## config.mk

```make
export PLATFORM = sky130hd
export DESIGN_NAME = ram_1port_bist_ctrl
export DESIGN_NICKNAME = d
export VERILOG_FILES = /design/src/rtl/ram_bist_pkg.sv /design/src/rtl/ram_1port_bist_ctrl_sp_ram.sv /design/src/rtl/ram_1port_bist_ctrl.sv
export SDC_FILE = /design/constraint.sdc
export NUM_CORES = 1
export LEC_CHECK = 0
export ABC_AREA = 1
export BUFFER_PORTS_ARGS = -buffer_cell sky130_fd_sc_hd__buf_4
export CORE_ASPECT_RATIO = 0.6
export CORE_UTILIZATION = 61
export CTS_CLUSTER_DIAMETER = 80
export DETAILED_ROUTE_END_ITERATION = 10
export MAX_ROUTING_LAYER = met4
export PLACE_DENSITY = 0.84
export SETUP_SLACK_MARGIN = 0.15
export SLEW_MARGIN = 20
export SYNTH_ARGS = -nofsm -noshare
export SYNTH_HDL_FRONTEND = slang
export SYNTH_SLANG_ARGS = --single-unit
export TNS_END_PERCENT = 30
```

## constraint.sdc

```tcl
create_clock -name sys_clk -period 3.8 [get_ports sys_clk]
set_input_delay 0.38 -clock sys_clk [delete_from_list [all_inputs] [get_ports sys_clk]]
set_output_delay 0.38 -clock sys_clk [all_outputs]
set_load 0.005 [all_outputs]
```

## src/rtl/ram_bist_pkg.sv

```systemverilog
`default_nettype none
// ============================================================================
//  Module      : ram_bist_pkg
//  Description : Shared types and helpers for the single-port RAM BIST engine:
//                FSM state encoding, pattern codes and the pattern generator.
//  Revision    : 1.0  initial release
// ============================================================================
package ram_bist_pkg;

    typedef enum logic [1:0] {
        ST_IDLE  = 2'd0,
        ST_WRITE = 2'd1,
        ST_READ  = 2'd2,
        ST_DRAIN = 2'd3
    } bist_state_e;

    localparam logic PAT_ADDR = 1'b0;   // data = address
    localparam logic PAT_INV  = 1'b1;   // data = ~address

    // Pattern word for one address. The address is zero-extended to the word
    // width before the optional inversion, so ~addr fills the upper bits with 1s.
    // 'inv' flips the selected pattern (used on odd passes of a loop).
    function automatic logic [63:0] pat_word(input logic [63:0] addr,
                                             input logic        pat,
                                             input logic        inv,
                                             input int unsigned data_w);
        logic [63:0] w;
        w = ((pat == PAT_INV) ^ inv) ? ~addr : addr;
        if (data_w < 32'd64) begin
            w = w & ((64'd1 << data_w) - 64'd1);
        end
        return w;
    endfunction

endpackage
`default_nettype wire

```

## src/rtl/ram_1port_bist_ctrl_sp_ram.sv

```systemverilog
`default_nettype none
// ============================================================================
//  Module      : sp_ram
//  Description : Inferred single-port block RAM, read-first, 1 or 2 cycle read
//                latency. The array itself is never reset; only the output
//                register(s) are, so read data is 0 straight after reset.
//  Revision    : 1.0  initial release
// ============================================================================
module sp_ram #(
    parameter int DATA_W = 16,
    parameter int DEPTH  = 32,
    parameter int RD_LAT = 1,
    parameter int ADDR_W = $clog2(DEPTH)
) (
    input  logic              clk,
    input  logic              rst,
    input  logic              en_i,
    input  logic              we_i,
    input  logic [ADDR_W-1:0] addr_i,
    input  logic [DATA_W-1:0] wdata_i,
    output logic [DATA_W-1:0] rdata_o
);

    logic [DATA_W-1:0] mem_q [DEPTH];
    logic [DATA_W-1:0] rd1_q;

    // Array write port; contents survive reset.
    always_ff @(posedge clk) begin
        if (en_i && we_i) begin
            mem_q[addr_i] <= wdata_i;
        end
    end

    // Read-first: a write cycle returns the word previously stored.
    always_ff @(posedge clk or posedge rst) begin
        if (rst) begin
            rd1_q <= '0;
        end else if (en_i) begin
            rd1_q <= mem_q[addr_i];
        end
    end

    if (RD_LAT == 2) begin : g_out_reg
        logic [DATA_W-1:0] rd2_q;

        // Optional output register adding one cycle of latency.
        always_ff @(posedge clk or posedge rst) begin
            if (rst) begin
                rd2_q <= '0;
            end else begin
                rd2_q <= rd1_q;
            end
        end

        assign rdata_o = rd2_q;
    end else begin : g_no_out_reg
        assign rdata_o = rd1_q;
    end

endmodule
`default_nettype wire

```

## src/rtl/ram_1port_bist_ctrl.sv

```systemverilog
`default_nettype none
// ============================================================================
//  Module      : ram_1port_bist_ctrl
//  Description : Write/read-back self-test engine for a single-port RAM.
//                Each pass fills every address with a pattern, reads it all
//                back through a latency-matched check pipeline and reports
//                sticky error status plus a pass counter.
//  Revision    : 1.0  initial release
// ============================================================================
module ram_1port_bist_ctrl
    import ram_bist_pkg::*;
#(
    parameter int DATA_W = 16,
    parameter int DEPTH  = 32,
    parameter int ADDR_W = $clog2(DEPTH),
    parameter int RD_LAT = 1,
    parameter int CNT_W  = 16
) (
    input  logic              sys_clk,
    input  logic              sys_rst,
    input  logic              start,
    input  logic              abort,
    input  logic              loop_en,
    input  logic              pat_sel,
    input  logic              inj_en,
    input  logic [ADDR_W-1:0] inj_addr,
    output logic              busy,
    output logic              done,
    output logic [DATA_W-1:0] rd_data,
    output logic              rd_valid,
    output logic              err,
    output logic [CNT_W-1:0]  err_cnt,
    output logic [ADDR_W-1:0] first_err_addr,
    output logic [7:0]        pass_cnt
);

    localparam logic [ADDR_W-1:0] ADDR_LAST  = ADDR_W'(DEPTH - 1);
    localparam logic [1:0]        DRAIN_LAST = 2'(RD_LAT - 1);
    localparam logic [CNT_W-1:0]  CNT_MAX    = '1;

    // ---------------------------------------------------------------- FSM state
    bist_state_e       state_q;
    logic [ADDR_W-1:0] addr_q;
    logic [1:0]        drain_cnt_q;
    logic              pat_q;
    logic              inv_q;
    logic              inj_en_q;
    logic [ADDR_W-1:0] inj_addr_q;
    logic              loop_pend_q;   // next pass begins from IDLE on the done cycle
    logic              busy_q;
    logic              done_q;
    logic [7:0]        pass_cnt_q;

    // -------------------------------------------------------- check pipeline
    logic [RD_LAT-1:0] pv_q;
    logic [DATA_W-1:0] pexp_q  [RD_LAT];
    logic [ADDR_W-1:0] paddr_q [RD_LAT];

    // ---------------------------------------------------------- status regs
    logic              err_q;
    logic [CNT_W-1:0]  err_cnt_q;
    logic [ADDR_W-1:0] first_err_addr_q;

    // ------------------------------------------------------------ RAM side
    logic              ram_en;
    logic              ram_we;
    logic [DATA_W-1:0] exp_word;
    logic [DATA_W-1:0] ram_wdata;
    logic [DATA_W-1:0] ram_rdata;
    logic              start_acc;
    logic              mismatch;

    // A user start is only taken from a genuinely idle engine; a pending loop
    // restart owns the IDLE cycle and abort always wins.
    assign start_acc = (state_q == ST_IDLE) && start && !abort && !loop_pend_q;
    assign mismatch  = pv_q[RD_LAT-1] && (ram_rdata != pexp_q[RD_LAT-1]);

    // Pattern generation and RAM command decode for the current address.
    always_comb begin
        ram_en    = (state_q == ST_WRITE) || (state_q == ST_READ);
        ram_we    = (state_q == ST_WRITE);
        exp_word  = DATA_W'(pat_word(64'(addr_q), pat_q, inv_q, 32'(DATA_W)));
        ram_wdata = exp_word;
        if (inj_en_q && (addr_q == inj_addr_q)) begin
            ram_wdata[0] = ~exp_word[0];
        end
    end

    sp_ram #(
        .DATA_W (DATA_W),
        .DEPTH  (DEPTH),
        .RD_LAT (RD_LAT),
        .ADDR_W (ADDR_W)
    ) u_ram (
        .clk     (sys_clk),
        .rst     (sys_rst),
        .en_i    (ram_en),
        .we_i    (ram_we),
        .addr_i  (addr_q),
        .wdata_i (ram_wdata),
        .rdata_o (ram_rdata)
    );

    // Sequencer: address sweep, pass bookkeeping, busy/done outputs.
    always_ff @(posedge sys_clk or posedge sys_rst) begin
        if (sys_rst) begin
            state_q     <= ST_IDLE;
            addr_q      <= '0;
            drain_cnt_q <= '0;
            pat_q       <= PAT_ADDR;
            inv_q       <= 1'b0;
            inj_en_q    <= 1'b0;
            inj_addr_q  <= '0;
            loop_pend_q <= 1'b0;
            busy_q      <= 1'b0;
            done_q      <= 1'b0;
            pass_cnt_q  <= '0;
        end else begin
            done_q <= 1'b0;
            if (abort) begin
                state_q     <= ST_IDLE;
                addr_q      <= '0;
                drain_cnt_q <= '0;
                loop_pend_q <= 1'b0;
                busy_q      <= 1'b0;
            end else begin
                case (state_q)
                    ST_IDLE: begin
                        if (loop_pend_q || start) begin
                            state_q     <= ST_WRITE;
                            busy_q      <= 1'b1;
                            addr_q      <= '0;
                            loop_pend_q <= 1'b0;
                            pat_q       <= pat_sel;
                            inj_en_q    <= inj_en;
                            inj_addr_q  <= inj_addr;
                            if (loop_pend_q) begin
                                // Odd pass count inverts the pattern.
                                inv_q <= pass_cnt_q[0];
                            end else begin
                                inv_q      <= 1'b0;
                                pass_cnt_q <= '0;
                            end
                        end
                    end
                    ST_WRITE: begin
                        if (addr_q == ADDR_LAST) begin
                            addr_q  <= '0;
                            state_q <= ST_READ;
                        end else begin
                            addr_q <= addr_q + ADDR_W'(1);
                        end
                    end
                    ST_READ: begin
                        if (addr_q == ADDR_LAST) begin
                            addr_q      <= '0;
                            drain_cnt_q <= '0;
                            state_q     <= ST_DRAIN;
                        end else begin
                            addr_q <= addr_q + ADDR_W'(1);
                        end
                    end
                    ST_DRAIN: begin
                        if (drain_cnt_q == DRAIN_LAST) begin
                            state_q     <= ST_IDLE;
                            busy_q      <= 1'b0;
                            done_q      <= 1'b1;
                            pass_cnt_q  <= pass_cnt_q + 8'd1;
                            loop_pend_q <= loop_en;
                        end else begin
                            drain_cnt_q <= drain_cnt_q + 2'd1;
                        end
                    end
                    default: state_q <= ST_IDLE;
                endcase
            end
        end
    end

    // Expected word and address ride alongside the RAM read latency.
    always_ff @(posedge sys_clk or posedge sys_rst) begin
        if (sys_rst) begin
            pv_q <= '0;
            for (int i = 0; i < RD_LAT; i++) begin
                pexp_q[i]  <= '0;
                paddr_q[i] <= '0;
            end
        end else if (abort) begin
            pv_q <= '0;
        end else begin
            pv_q[0]    <= (state_q == ST_READ);
            pexp_q[0]  <= exp_word;
            paddr_q[0] <= addr_q;
            for (int i = 1; i < RD_LAT; i++) begin
                pv_q[i]    <= pv_q[i-1];
                pexp_q[i]  <= pexp_q[i-1];
                paddr_q[i] <= paddr_q[i-1];
            end
        end
    end

    // Sticky error status; cleared by an accepted start, held across abort.
    always_ff @(posedge sys_clk or posedge sys_rst) begin
        if (sys_rst) begin
            err_q            <= 1'b0;
            err_cnt_q        <= '0;
            first_err_addr_q <= '0;
        end else if (start_acc) begin
            err_q            <= 1'b0;
            err_cnt_q        <= '0;
            first_err_addr_q <= '0;
        end else if (mismatch && !abort) begin
            err_q <= 1'b1;
            if (err_cnt_q != CNT_MAX) begin
                err_cnt_q <= err_cnt_q + CNT_W'(1);
            end
            if (!err_q) begin
                first_err_addr_q <= paddr_q[RD_LAT-1];
            end
        end
    end

    assign busy           = busy_q;
    assign done           = done_q;
    assign rd_data        = ram_rdata;
    assign rd_valid       = pv_q[RD_LAT-1];
    assign err            = err_q;
    assign err_cnt        = err_cnt_q;
    assign first_err_addr = first_err_addr_q;
    assign pass_cnt       = pass_cnt_q;

endmodule
`default_nettype wire

```

# Word-level counts from Yosys, hierarchy flattened
# Memory sizes are Yosys's and may differ from the RTL's. A register that Yosys moved wholly into a read port is not among the register bits.
# Cells that the tools add are included.
# word_totals
mem_bits_rw,512
regBits,72
elab_cells,113
output_inout_bits,49
mem_count,1
in_bits,12
# classes
n_reduce_logical,28
add_sub_neg,4
muxes,43
bitwise,4
n_eq_ne,16
# memory_table
name,words,width,read_ports,rd_clocked_by_memory_dff,wr,line_no,text
u_ram.mem_q,32,16,1,1,1,ram_1port_bist_ctrl_sp_ram.sv:24,logic [DATA_W-1:0] mem_q [DEPTH];
# ops
operator,n
16-bit 2-to-1 mux,4
5-bit 2-to-1 mux,6
8-bit 2-to-1 mux,3
16-bit by 1-bit adder with 16-bit output (second input constant),1
1-bit 2-to-1 mux,16
2-bit 2-to-1 mux,8
16-bit != test,1
16-bit != test (second input constant),1
5-bit inverter with 16-bit output,1
8-bit case mux with 2 select lines,1
5-bit case mux with 2 select lines,1
3-bit != test (second input constant),3
3-bit AND reduction,3
3-bit nonzero test,3
8-bit by 1-bit adder with 8-bit output (second input constant),1
2-bit case mux with 4 select lines,1
1-bit logical AND,7
3-bit by 2-bit != test with 1-bit output (second input constant),2
2-bit AND reduction,3
2-bit nonzero test,3
5-bit by 1-bit adder with 5-bit output (second input constant),1
5-bit equality test,1
5-bit equality test (second input constant),1
5-bit AND reduction,1
other kinds (14),22

# Longest topological paths before layout
# Gate-level depths: netlist of the first run.
# logic_depth
ltp_word,6
ltp_mapped,12
depth_no_buf,11

# Cells and area by module
# A second synthesis of the first run with hierarchy kept.
# unflattened
cells_unflattened,2537
hier_area_um2,25512.0
# modules_own_cells
mod,instances,area_per_inst_um2,cells_per_inst,seq_area_each_um2
sp_ram,1,21894.7,2071,15775.1
ram_1port_bist_ctrl,1,3617.2,466,1551.5

# Worst setup path before layout of the first run
# OpenSTA, ideal clock, no wires.
# synth_timing
path_type,flip-flop to flip-flop
from,register inv_q
to,"memory u_ram.mem_q[0][0], data pin"
slack_ps,966
n_path_buf,0
t_arrival_ps,2447
required_ps,3413
stages_incl_launch_ff,4
setup_ps,387
period_less_slack_ps,2834
cell_sequence,dfrtp_1 xor2_2 xor2_1 xnor2_1
# synth_between
elab_chain_cells,4
# synth_rtl
element,line_no,text
start: declaration,ram_1port_bist_ctrl.sv:46,logic inv_q;
start signal: assignment,ram_1port_bist_ctrl.sv:139,inv_q <= pass_cnt_q[0];
1-bit XOR (*),ram_bist_pkg.sv:28,w = ((pat == PAT_INV) ^ inv) ? ~addr : addr;
16-bit 2-to-1 mux (*),ram_bist_pkg.sv:28,
1-bit inverter,ram_1port_bist_ctrl.sv:85,ram_wdata[0] = ~exp_word[0];
1-bit 2-to-1 mux (*),ram_1port_bist_ctrl.sv:84,if (inj_en_q && (addr_q == inj_addr_q)) begin
net ram_wdata[0],ram_1port_bist_ctrl.sv:68,logic [DATA_W-1:0] ram_wdata;
end: declaration,ram_1port_bist_ctrl_sp_ram.sv:24,
# The timed path passes the listed nets; every way through them passes the cells marked *.

# Worst setup path in the final report of the first run
# layout_timing
from,register state_q[1]
to,"register err_cnt_q[4], in the netlist err_cnt[4]"
# layout_between
elab_chain_cells,6
word_cells_on_any_way,8
classes_between,1 x mux; 7 x reduce/logical
# layout_rtl
element,line_no,text
start: declaration,ram_1port_bist_ctrl.sv:42,bist_state_e state_q;
start signal: assignment,ram_1port_bist_ctrl.sv:107,state_q <= ST_IDLE;
start signal: assignment,ram_1port_bist_ctrl.sv:121,state_q <= ST_IDLE;
start signal: assignment,ram_1port_bist_ctrl.sv:130,state_q <= ST_WRITE;
2-bit logical NOT (*),ram_1port_bist_ctrl.sv:75,assign start_acc = (state_q == ST_IDLE) && start && !abort && !loop_pend_q;
1-bit logical AND (*) (3 in series),ram_1port_bist_ctrl.sv:75,
2-bit nonzero test (no line),n/a,
2-bit AND reduction (no line),n/a,
end signal: assignment,ram_1port_bist_ctrl.sv:215,err_cnt_q <= err_cnt_q + CNT_W'(1);
end: declaration,ram_1port_bist_ctrl.sv:61,logic [CNT_W-1:0] err_cnt_q;
# Mark *: on every way between the ends. The rest lies on a longest branch, timed or not.
# A chain may end at the register's enable or synchronous reset.

==> results of run 1 <==
cell type report:
class | instances | share of cell area, %
Sequential cell | 260 | 55.3
Multi-Input combinational cell | 807 | 27.2
Inverter | 192 | 5.34
Tap cell | 266 | 2.46
Clock inverter | 13 | 0.871
Antenna cell | 1 | 0.0185
Timing Repair Buffer | 74 | 4.21
Clock buffer | 28 | 4.62
critical path, cell delays in order, from the launching register on:
cell	delay (ps)
dfrtp_1	400
inv_1	140
ha_1	240
nand2_1	160
nor3_4	640
inv_2	300
nand2_2	290
nand2_4	170
nand2_1	110
nand2_1	50
sequential cells by signal (all words and copies together), names as in the netlist:
register and flops:
drain_cnt_q 2, err 1, inj_en_q 1, first_err_addr 5, busy 1, inv_q 1
pexp_q 6, loop_pend_q 1, u_ram.mem_q 192, state_q 2, pass_cnt 8, err_cnt 16
rd_valid 1, addr_q 5, u_ram.rdata_o 6, done 1, paddr_q 5, inj_addr_q 5
pat_q 1
cell families after synthesis:
group / Yosys count / synth area share [%]
adders and majority gates: 13 / 1.35
AOI/OAI and AO/OA: 79 / 3.48
and+or+nand+nor: 701 / 24.1
xor gates and xnor gates: 14 / 1.08
buffers and inverters: 244 / 8.21
DFF: 260 / 61.8
cell usage in the layout (no fill, tap or decap), types with 3 or more instances in the layout:
cell        count
inv_2           5
buf_4          73
edfxtp_1      192
a21oi_1        19
nand2_1       436
clkinv_1        4
o21ai_0        50
nor3_1         16
nand3_1       117
clkinvlp_4      3
xor2_2          4
ha_1           13
dfrtp_1        66
nand4_1         5
nor3b_1         3
inv_1         187
clkbuf_8        3
xor2_1          4
clkbuf_16      23
nor2_2          4
o21a_1          3
nor2_1        109
xnor2_1         4
worst max path at each step:
| stage | depth (start not counted) | start | slack, ps | to |
|---|---|---|---|---|
| after floorplan | 3 | inv_q | 970 | u_ram.mem_q[0][0] |
| after global placement | 9 | abort | 1240 | err_cnt[14] |
| after detailed placement | 9 | abort | 1250 | err_cnt[4] |
| after CTS | 9 | state_q[0] | 1250 | err_cnt[4] |
| after global routing | 11 | addr_q[0] | 990 | u_ram.rdata_o[2] |
| final | 9 | state_q[1] | 1170 | err_cnt[4] |
stage by stage:
stage,power (uW),utilization (%),area (um2)
after CTS,9500,70.2,13500
after global placement,7090,66.4,12800
after floorplan,5970,-,12100
after detailed placement,7190,66.4,12800
after global routing,10000,70.2,13500
final,9540,70.2,13500
power by group through the flow:
stage / sequential (uW) / clock (uW) / combinational, uW
finish: 4100 / 2330 / 3110
CTS: 4090 / 2340 / 3060
global route: 4130 / 2450 / 3410
global placement: 4140 / 0 / 2950
detailed placement: 4150 / 0 / 3030
floorplan: 4050 / 0 / 1920
metal layers:
metal / routed length, um / up-vias / track usage [%]
met3: 3640 / 40 / 7.46
met2: 12200 / 564 / 41.8
met1: 13000 / 4261 / 47.2
met4: 431 / 0 / 6.22
li1: - / 4267 / -
met5: 0 / - / -
==> impl_metrics.csv, run 1 <==
group,metric,value,unit
cts,cts_setup_buffers,0,
cts,htree_levels,1,
grt,grt_pass1_vias,8508,
routing,drcViolationCount,0,
sta,slew_headroom,36.4,%
worst_setup_path,arrival,3030,ps
worst_hold_path,hold_class,"in2async",
logic_synthesis,synth_area,12100,um2
place,dp_hpwl,19300,um
routing,wirelength,29300,um
worst_setup_path,rrSetupSlack,1170,ps
sta,max_clock_freq,0.381,GHz
run,cap_violations,0,
cts,cts_tree,"built",
worst_setup_path,worstReg2RegEnd,"err_cnt[4]",
power_and_ir_drop,ir_drop,0.000523,V
cells_and_area,multi_input_area,3670,um2
worst_setup_path,crit_required,4210,ps
cts,ctsResizeCount,0,
place,dpl_worst_slack,1250,ps
routing,antenna_left,0,
sta,period_share,69.1,%
floorplan,core_area,19200,um2
worst_setup_path,rr_worst_depth,9,
worst_setup_path,critical_path_class,"reg2reg",
power_and_ir_drop,leakagePower,0.00606,uW
grt,grt_pass1_wl,46500,um
sta,finalSetupTns,0,ps
cells_and_area,drive_above_1_share,9.90,%
grt,track_usage,30.8,%
sta,rsz0062_at_grt,"no",
floorplan,ios,61,
grt,grt_max_degree,90,
logic_synthesis,seq_area_frac_synth,61.8,%
logic_synthesis,synth.largest_area_cell,"edfxtp_1",
logic_synthesis,synth-seq-cells,260,
worst_setup_path,r2r_start,"state_q[1]",
sta,min_period,2630,ps
worst_setup_path,crit_path_max_fanout,16,
power_and_ir_drop,power_switching,3500,uW
logic_synthesis,synth-edff-count,192,
sta,setup_violations,0,
logic_synthesis,ys.flop_type,"edfxtp_1",
power_and_ir_drop,internal-power,6040,uW
cells_and_area,nets,1383,
logic_synthesis,yosysMostFrequentCell,"nand2_1",
cts,cts.sinks,260,
cts,clk_pin_slew,70,ps
place,portBuffers,60,
routing,first_pass_iters,6,
sta,setup_ws,1170,ps
cts,root_buffer,"clkbuf_16",
power_and_ir_drop,p_sw_share,36.7,%
cts,clk_latency,520,ps
cts,cts_made_buffers,23,
sta,hold_viol,0,
cts,clockBufferDepth,3,
place,post-place-cells,1599,
logic_synthesis,netlist_top_cells_area,"edfxtp_1 48%, dfrtp_1 14%, nand2_1 14%",
floorplan,start_util,62.8,%
place,place.gp.congestion,0.965,
sta,worstMarginPinSlew,946,ps
grt,overflow,0,
cells_and_area,area_growth,11.8,%
sta,slew_viol_final,0,
floorplan,dieHeight,111,um
power_and_ir_drop,p_per_area,707,nW/um2
sta,timing.hold.ws,43.0,ps
grt,antenna_found_initial,1,
floorplan,dieArea,20400,um2
logic_synthesis,avgSynthCellArea,9.21,um2
logic_synthesis,synth_fp_nets,1336,
floorplan,rows,39,
logic_synthesis,ys_top_cells_by_count,"436 x nand2_1, 192 x edfxtp_1, 188 x inv_1",
logic_synthesis,synth_top_area_share,47.7,%
sta,fin_skew,10.3,ps
cts,postCtsHoldBufs,0,
power_and_ir_drop,clkPwrFrac,24.5,%
power_and_ir_drop,comb_power_share,32.6,%
worst_setup_path,start_kind,"flip-flop",
cells_and_area,fillers,1421,
run_status,status,"finished, final reports clean",
routing,wl_per_cell,17.8,um
logic_synthesis,synth.distinct_cells,38,
worst_setup_path,cp-end-kind,"flip-flop",
floorplan,die_w,184,um
logic_synthesis,synth-async-reset-ratio,26.2,%
routing,vias,9132,
logic_synthesis,yosysWarnings,0,
logic_synthesis,syn_inst,1311,
cells_and_area,fin_cells,1641,
cells_and_area,final-seq-area,7470,um2
power_and_ir_drop,sequentialPowerShare,43.0,%
routing,via_per_inst,5.56,
routing,drtIter0Drc,1558,
No activity file was read; power rests on OpenSTA's default activity.
==> run 2: changes to the inputs <==
- CORE_UTILIZATION: 61 -> 55
- PLACE_DENSITY: 0.84 -> 0.81
- clock period: 3.8 -> 2.32 ns (I/O delays scaled with it)
==> impl_metrics.csv, run 2 (synthesis results as in run 1) <==
group,metric,value,unit
worst_setup_path,cp-end-kind,"flip-flop",
place,dp_hpwl,19600,um
cells_and_area,final_cell_mix,"436 x nand2_1, 192 x edfxtp_1, 187 x inv_1, 125 x buf_4, 117 x nand3_1",
cells_and_area,stdcell_area,14100,um2
worst_setup_path,crit_required,2720,ps
sta,slew_viol_final,0,
grt,overflow,0,
routing,drtIter0Drc,1088,
routing,highest_layer,"met4",
worst_setup_path,critPathSlowestCell,"dfrtp_1",
run,cap_violations,0,
cells_and_area,antenna_cells,0,
grt,antenna_found_initial,0,
routing,wl_per_cell,17.0,um
cts,htree_levels,1,
cells_and_area,largest_register,"u_ram.mem_q",
run_status,status,"finished, violations left",
place,place.gp.congestion,0.940,
worst_setup_path,slowest_delay,410,ps
routing,wirelength,29200,um
sta,setup_ws,233,ps
cts,cts_made_buffers,24,
floorplan,rows,41,
grt,grt_pass1_wl,45300,um
sta,min_period,2090,ps
cts,root_buffer,"clkbuf_16",
place,placed_cell_area,13200,um2
worst_setup_path,critical_path_class,"reg2reg",
power_and_ir_drop,leakagePower,0.00641,uW
cells_and_area,largest_reg_flops,192,
sta,rsz0062_at_grt,"yes",
run_status,violations,"DRC",
cts,clockBufferDepth,3,
worst_hold_path,hold_class,"in2reg",
sta,finalSetupTns,0,ps
floorplan,start_util,56.7,%
routing,first_pass_iters,8,
grt,grt_max_degree,57,
cells_and_area,nets,1446,
cts,cts_tree,"built",
routing,wl_met3,3260,um
floorplan,dieArea,22600,um2
cts,cts.sinks,260,
routing,met2_length,12200,um
cells_and_area,drive_above_1_share,13.3,%
cts,clk_latency,530,ps
place,portBuffers,60,
power_and_ir_drop,ir_drop,0.00103,V
cells_and_area,mostFrequentLayoutCell,"nand2_1",
sta,max_clock_freq,0.479,GHz
sta,fin_skew,13.5,ps
worst_setup_path,arrival,2490,ps
routing,m1WireLength,13200,um
sta,worstMarginPinSlew,666,ps
sta,period_share,89.9,%
worst_setup_path,start_kind,"flip-flop",
grt,track_usage,27.1,%
grt,grt_pass1_vias,8422,
worst_setup_path,crit_path_max_fanout,8,
place,dpl_worst_slack,306,ps
worst_setup_path,cp_cell_sequence,"ha_1 > inv_1 > nor2_2 > nand2_1 > nand2_1 > nand2_2 > inv_1 > o21ai_0 > o21a_1",
floorplan,ios,61,
cts,cts_setup_buffers,0,
sta,hold_viol,0,
floorplan,core_area,21300,um2
sta,setup_violations,0,
floorplan,die_w,193,um
floorplan,dieHeight,117,um
cells_and_area,utilization,66.1,%
routing,antenna_left,0,
routing,via_per_inst,5.40,
routing,drcViolationCount,4,
sta,timing.hold.ws,82.1,ps
cts,clk_pin_slew,70,ps
sta,slew_headroom,55.6,%
cells_and_area,area_growth,16.5,%
power_and_ir_drop,p_per_area,1140,nW/um2
routing,vias,9279,
## run 2: path summary, 6_finish.rpt
| path | from | endpoint | slack, ps | depth (start not counted) |
|---|---|---|---|---|
| worst max-delay path | state_q[0] | pass_cnt[4] | 230 | 9 |
| worst min-delay path | abort | pexp_q[14] | 80 | 4 |
| worst max register to register | state_q[0] | pass_cnt[4] | 230 | 9 |
| worst min register to register | paddr_q[1] | paddr_q[1] | 500 | 2 |
| max in group asynchronous | sys_rst | err_cnt[2] | 1530 | 4 |
| min in group asynchronous | sys_rst | done | 200 | 3 |
## run 2: power by group
group          switching, uW  internal, uW
clock                   1710          2300
combinational           3730          1620
sequential               366          6270
## run 2: stage by stage
stage | power (uW) | cells
final | 16000 | 1718
after global routing | 16800 | 1718
after CTS | 16000 | 1718
after detailed placement | 11900 | 1665
after global placement | 11800 | 1665
after floorplan | 9800 | 1311
## run 2: area by class of cell
| cell class | instances | area, um2 |
|---|---|---|
| clock buffer | 29 | 641 |
| clock inverter | 15 | 151 |
| sequential | 260 | 7470 |
| fill | 1615 | 7220 |
| timing repair buffer | 136 | 1060 |
| multi-input combinational | 807 | 3680 |
| tap | 279 | 349 |
| inverter | 192 | 721 |
## run 2: metal layers
metal  GRT usage (%)  vias to the layer above
li1                -                     4385
met4            5.97                        0
met5               -                        -
met1            40.3                     4329
met2            37.9                      506
met3            5.93                       59
## run 2: worst max-delay path, delay by kind of cell, from the launching register on
kind,cells,cell delay [ps]
DFF,1,410
adders and majority gates,1,360
AOI/OAI and AO/OA,2,250
buffers and inverters,2,400
and+or+nand+nor,4,530
## run 2: repair_timing
| item | in CTS | in global routing |
|---|---|---|
| endpoints found under the hold margin | 53 | 0 |
| endpoints found under the setup margin | 0 | 18 |
| hold buffers | 9 | 0 |
| gates resized for setup | 0 | 4 |
